`config.mk`:
```
export PLATFORM = sky130hd
export DESIGN_NAME = dm_abs_cmd_mh
export DESIGN_NICKNAME = d
export VERILOG_FILES = /design/src/rtl/dm_abs_cmd_mh.sv
export SDC_FILE = /design/constraint.sdc
export NUM_CORES = 1
export LEC_CHECK = 0
export ABC_AREA = 1
export CAP_MARGIN = 20
export CORE_ASPECT_RATIO = 1.25
export CORE_MARGIN = 8
export CORE_UTILIZATION = 45
export DETAILED_ROUTE_END_ITERATION = 12
export HOLD_SLACK_MARGIN = 0.08
export PLACE_DENSITY = 0.93
export SLEW_MARGIN = 20
export SYNTH_ARGS = -nofsm -noshare
export SYNTH_HDL_FRONTEND = slang
export SYNTH_SLANG_ARGS = --single-unit
```
`constraint.sdc`:
```
create_clock -name sys_clk -period 12.2 [get_ports sys_clk]
set_input_delay 3.66 -clock sys_clk [delete_from_list [all_inputs] [get_ports sys_clk]]
set_output_delay 3.66 -clock sys_clk [all_outputs]
set_load 0.05 [all_outputs]
```
`src/rtl/dm_abs_cmd_mh.sv`:
```
// Multi-hart abstract-command engine for the debug module.
// Decodes access-register commands, issues them to the hart chosen by
// hartsel, waits (bounded) for that hart's acknowledgement and reports the
// outcome through busy / cmderr / cmd_finished.
module dm_abs_cmd_mh #(
  parameter int unsigned NUM_HARTS      = 4,
  parameter int unsigned HARTSEL_WIDTH  = 2,
  parameter int unsigned DATA_WIDTH     = 32,
  parameter int unsigned TIMEOUT_CYCLES = 255
) (
  input  logic                            sys_clk,
  input  logic                            sys_rst,
  input  logic                            cmd_update,
  input  logic [31:0]                     command,
  input  logic                            exec_repeat,
  input  logic [HARTSEL_WIDTH-1:0]        hartsel,
  input  logic [DATA_WIDTH-1:0]           data0,
  input  logic [NUM_HARTS-1:0]            halted,
  input  logic [2:0]                      cmderr_clr,
  output logic                            busy,
  output logic [2:0]                      cmderr,
  output logic                            cmd_finished,
  output logic                            cmd_read_data_valid,
  output logic [DATA_WIDTH-1:0]           cmd_read_data,
  output logic                            command_wr,
  output logic [31:0]                     command_next,
  output logic [NUM_HARTS-1:0]            dbg_reg_access,
  output logic                            dbg_wr1_rd0,
  output logic [15:0]                     dbg_regno,
  output logic [DATA_WIDTH-1:0]           dbg_write_data,
  input  logic [NUM_HARTS-1:0]            dbg_read_data_valid,
  input  logic [NUM_HARTS*DATA_WIDTH-1:0] dbg_read_data
);

  typedef enum logic [1:0] {
    S_IDLE,
    S_ISSUE,
    S_WAIT,
    S_DONE
  } state_t;

  localparam logic [2:0] ERR_NONE    = 3'd0;
  localparam logic [2:0] ERR_BUSY    = 3'd1;
  localparam logic [2:0] ERR_NOTSUP  = 3'd2;
  localparam logic [2:0] ERR_EXCEPT  = 3'd3;
  localparam logic [2:0] ERR_HALTRES = 3'd4;

  localparam logic [7:0] TMO_LAST = 8'(TIMEOUT_CYCLES - 1);

  state_t                   state;
  logic [31:0]              cmd_q;
  logic [HARTSEL_WIDTH-1:0] hart_q;
  logic [7:0]               wait_cnt;

  logic                     trig;
  logic [31:0]              cmd_sel;
  logic [31:0]              cmd_inc;
  logic                     hart_valid;
  logic                     halted_sel;
  logic [NUM_HARTS-1:0]     req_onehot;
  logic [2:0]               dec_err;
  logic                     ack_sel;
  logic [DATA_WIDTH-1:0]    rdata_sel;

  // Trigger selection, command decode and per-hart muxing
  always_comb begin
    trig       = cmd_update | exec_repeat;
    cmd_sel    = cmd_update ? command : cmd_q;
    cmd_inc    = {cmd_q[31:16], cmd_q[15:0] + 16'd1};
    hart_valid = 1'b0;
    halted_sel = 1'b0;
    req_onehot = '0;
    ack_sel    = 1'b0;
    rdata_sel  = '0;
    for (int unsigned h = 0; h < NUM_HARTS; h++) begin
      if (hartsel == HARTSEL_WIDTH'(h)) begin
        hart_valid    = 1'b1;
        halted_sel    = halted[h];
        req_onehot[h] = 1'b1;
      end
      if (hart_q == HARTSEL_WIDTH'(h)) begin
        ack_sel   = dbg_read_data_valid[h];
        rdata_sel = dbg_read_data[h*DATA_WIDTH +: DATA_WIDTH];
      end
    end
    dec_err = ERR_NONE;
    if (cmd_sel[31:24] != 8'd0)
      dec_err = ERR_NOTSUP;
    else if (cmd_sel[18])
      dec_err = ERR_NOTSUP;
    else if (cmd_sel[17] && (cmd_sel[22:20] != 3'd2))
      dec_err = ERR_NOTSUP;
    else if (!hart_valid)
      dec_err = ERR_HALTRES;
    else if (!halted_sel)
      dec_err = ERR_HALTRES;
  end

  // Command FSM with registered outputs and sticky cmderr
  always_ff @(posedge sys_clk or posedge sys_rst) begin
    if (sys_rst) begin
      state               <= S_IDLE;
      cmd_q               <= '0;
      hart_q              <= '0;
      wait_cnt            <= '0;
      busy                <= 1'b0;
      cmderr              <= '0;
      cmd_finished        <= 1'b0;
      cmd_read_data_valid <= 1'b0;
      cmd_read_data       <= '0;
      command_wr          <= 1'b0;
      command_next        <= '0;
      dbg_reg_access      <= '0;
      dbg_wr1_rd0         <= 1'b0;
      dbg_regno           <= '0;
      dbg_write_data      <= '0;
    end else begin
      cmd_finished        <= 1'b0;
      cmd_read_data_valid <= 1'b0;
      command_wr          <= 1'b0;
      dbg_reg_access      <= '0;
      // Later assignments in this block override the W1C clear, so any
      // error raised this cycle takes precedence over a simultaneous clear.
      cmderr              <= cmderr & ~cmderr_clr;
      if (state != S_IDLE && trig && cmderr == ERR_NONE)
        cmderr <= ERR_BUSY;

      case (state)
        S_IDLE: begin
          if (trig && cmderr == ERR_NONE) begin
            if (dec_err != ERR_NONE) begin
              cmderr       <= dec_err;
              cmd_finished <= 1'b1;
            end else if (!cmd_sel[17]) begin
              cmd_finished <= 1'b1;
            end else begin
              cmd_q          <= cmd_sel;
              hart_q         <= hartsel;
              busy           <= 1'b1;
              dbg_reg_access <= req_onehot;
              dbg_wr1_rd0    <= cmd_sel[16];
              dbg_regno      <= cmd_sel[15:0];
              dbg_write_data <= data0;
              wait_cnt       <= '0;
              state          <= S_ISSUE;
            end
          end
        end
        S_ISSUE: begin
          state <= S_WAIT;
        end
        S_WAIT: begin
          if (ack_sel) begin
            cmd_finished <= 1'b1;
            if (!dbg_wr1_rd0) begin
              cmd_read_data       <= rdata_sel;
              cmd_read_data_valid <= 1'b1;
            end
            // The incremented command is kept locally as well so that an
            // autoexec re-issue continues from the next register.
            if (cmd_q[19]) begin
              command_wr   <= 1'b1;
              command_next <= cmd_inc;
              cmd_q        <= cmd_inc;
            end
            state <= S_DONE;
          end else if (wait_cnt == TMO_LAST) begin
            cmderr       <= ERR_EXCEPT;
            cmd_finished <= 1'b1;
            state        <= S_DONE;
          end else begin
            wait_cnt <= wait_cnt + 8'd1;
          end
        end
        S_DONE: begin
          busy  <= 1'b0;
          state <= S_IDLE;
        end
        default: state <= S_IDLE;
      endcase
    end
  end

endmodule
```
==> metrics.yaml <==
synth-adder-area-share: 0.01020
core_area_sq_um: 18710
clock_latency_ns: 0.43
antenna_found_initial: 2
cp_slowest_cell: "nand2_2"
power_mw: 2.665
synth_edf_count: 0
fin_tns_setup_ns: 0
cpPeakStageDelay_ns: 0.51
synth_top_cell_by_area: "dfrtp_1"
synth_simple_gate_area_frac: 0.3302
setup_viol: 0
grt-ovfl-total: 0
regArea_sq_um: 4204
netlist_top_cells_area: "dfrtp_1, nand2_1, o21ai_0"
layout_commonest_cell: "nand2_1"
die_area_sq_um: 23780
synth_compound_area_frac: 0.07536
cts_sinks: 168
numCtsBuffers: 17
p_per_area_nw_per_um2: 212.5
peakVddDrop_uv: 162.0
synth_top_family_by_area: "simple AND/OR/NAND/NOR gates"
nFillCells: 1483
whs_path_depth: 2
grt_first_pass_wirelength_mm: 49.26
synth_area_sq_um: 8583
min_path_type: "flop to flop"
synth.top_cell.area_share: 0.4898
cts_setup_buffers: 0
synth_cell_types: 34
rsz0062_at_grt: "no"
skew_ns: 0.01207
final_hold_viol_count: 0
maxCapViolations: 0
synth_xor_area_frac: 0.007143
ctsRootBufferMaster: "clkbuf_16"
syn_area_per_cell_sq_um: 7.657
drc: 0
r2r_end: "cmd_q[8]$_DFFE_PP0P_"
worst_setup_path_start_kind: "primary input"
crit_buf_inv: 3
path_common_cell: "nand2_1"
r2r_start: "state[0]$_DFFE_PP0P_"
startpoint: "cmd_update"
post-dp-hpwl_mm: 23.73
cts_tree: "yes"
synth_nets: 1337
drt-total-wl_mm: 31.69
worstSetupPathType: "primary input to flop"
multi_input_area_sq_um: 3745
power.leakage_nw: 5.871
die_height_microns: 170.4
max_slew_margin: 0.2716
placed_cells: 1638
wl_per_cell_microns: 18.95
worstHoldStart: "cmd_q[20]$_DFFE_PP0P_"
path_max_fanout: 31
synthArstFlopShare: 1.000
cp-end-kind: "flop"
die_w_microns: 139.5
pin_count: 333
timing.fmax_mhz: 159.2
syn2layout_area_growth_pct: 46.12
drt_iter0_drc: 817
hold_end: "cmd_q[20]$_DFFE_PP0P_"
antenna_left: 0
dr.pass1.iters: 6
gp_congestion: 0.9487
worstPathCellList: "clkdlybuf4s50_1, buf_4, inv_2, nand2_1, nand2_1, nor2_1, nand2_1, nor2_1, nand3_2, nand2_2, nand3_4, nand2_1, nand2_1"
synth_cells: 1121
yosys_warnings: 0
htreeDepth: 4
hold_buffers: 0
clockBufferDepth: 2
r2r_slack_ns: 8.32
track_usage: 0.2625
cp.required_ns: 12.50
synth.ff_latch_count: 168
arrival_ns: 6.58
post_cts_resized: 0
viasPerCell: 5.331
slew_violations: 0
layout-drive-gt1-share: 0.05841
rows: 56
synth.area.mux_share: 0.01166
grt_max_degree: 93
path_clk_slew_ns: 0.06
nets: 1641
port_buffers: 332
synth_seq_area_share: 0.4898
stdcell_count: 1672
grt_pass1_vias: 8848
num_vias: 8913
final_cell_mix: "nand2_1, clkdlybuf4s50_1, dfrtp_1"
cpLargestDelayFamily: "simple AND/OR/NAND/NOR gates"
initial_utilization: 0.4588
r2r_cells: 9
post-route-period-util: 0.5148
synth_ff_type: "dfrtp_1"
min_period_ns: 6.280
status: "complete, no violations"
worst_pin_slew_ns: 1.091
==> worst max-delay path by stage <==
stage               slack [ns]                    to  depth (start not counted)
global placement          5.71  cmd_q[0]$_DFFE_PP0P_                         13
floorplan                 3.99      busy$_DFFE_PP0P_                          1
finish                    5.92  cmd_q[8]$_DFFE_PP0P_                         13
global route              5.69  cmd_q[8]$_DFFE_PP0P_                         13
detailed placement        5.60  cmd_q[5]$_DFFE_PP0P_                         13
CTS                       6.00  cmd_q[8]$_DFFE_PP0P_                         13
==> power breakdown <==
part | switching (mW) | total [mW] | internal (mW)
Clock | 0.227 | 0.520 | 0.294
Combinational | 0.905 | 1.32 | 0.412
Sequential | 0.117 | 0.827 | 0.710
Total | 1.25 | 2.66 | 1.42
==> cell type report <==
| cell class | count | area share |
|---|---|---|
| antenna | 2 | 0.0003990 |
| clock buffer | 19 | 0.03611 |
| clock inverter | 13 | 0.009477 |
| inverter | 88 | 0.02674 |
| multi-input combinational | 809 | 0.2986 |
| sequential | 168 | 0.3352 |
| tap | 232 | 0.02314 |
| timing repair buffer | 341 | 0.2704 |
==> layer usage <==
layer | GRT usage | up-vias | wire [microns]
met3 | 0.06056 | 76 | 2444
met1 | 0.2916 | 4195 | 11930
li1 | - | 4208 | -
met4 | 0.1148 | 0 | 1183
met5 | 0 | - | 0
met2 | 0.4735 | 434 | 16130
==> synth_stat cells, types with 2 or more instances <==
| library cell | n |
|---|---|
| nand2_1 | 473 |
| dfrtp_1 | 168 |
| inv_1 | 81 |
| o21ai_0 | 78 |
| nand3_1 | 67 |
| nand4_1 | 56 |
| nor2_1 | 43 |
| clkbuf_1 | 27 |
| o21ai_1 | 15 |
| buf_2 | 12 |
| mux2i_1 | 10 |
| buf_4 | 9 |
| o21ai_2 | 9 |
| buf_6 | 8 |
| ha_1 | 7 |
| inv_2 | 6 |
| or2_2 | 6 |
| nand2_2 | 5 |
| nor3_1 | 5 |
| nor3_2 | 5 |
| o21bai_1 | 5 |
| xor2_1 | 5 |
| o22ai_1 | 4 |
| a21oi_1 | 3 |
| nor2_2 | 3 |
| nand3b_1 | 2 |
| xnor2_1 | 2 |
==> stage by stage <==
step           hold WS [ns]  area (sq um)  setup WS, ns    util
2_1_floorplan        0.4361          8583         3.993       -
3_3_place_gp         0.4479         11970         5.709  0.6396
3_5_place_dp         0.4525         11970         5.598  0.6396
4_1_cts              0.4701         12540         6.004  0.6701
5_1_grt              0.4981         12540         5.694  0.6704
6_report             0.4675         12540         5.920  0.6704
==> state kept, by name, summed over array words and instances, names as in the netlist, 2 cells and up <==
| signal | cells |
|---|---|
| dbg_regno | 16 |
| cmd_read_data | 32 |
| wait_cnt | 8 |
| cmd_q | 32 |
| cmderr | 3 |
| dbg_reg_access | 4 |
| state | 2 |
| command_next | 32 |
| dbg_write_data | 32 |
| hart_q | 2 |
==> worst reg2reg max path, delay by kind of cell, from the launching register on <==
kind	cells	cell delay (ns)
fa+ha+maj	1	0.76
buf+inv	2	0.49
flops	1	0.40
simple gates	6	2.09
==> logic make-up (layout without fill, tap and decap cells) <==
family                     count (synthesis)  in the layout
muxes                                     10             10
other                                      0              2
and+or+nand+nor                          668            668
xor gates and xnor gates                   7              7
buffers and inverters                    144            461
AOI/OAI and AO/OA                        117            117
adders and majority gates                  7              7
DFF                                      168            168
(Power assumes the default switching activity.)
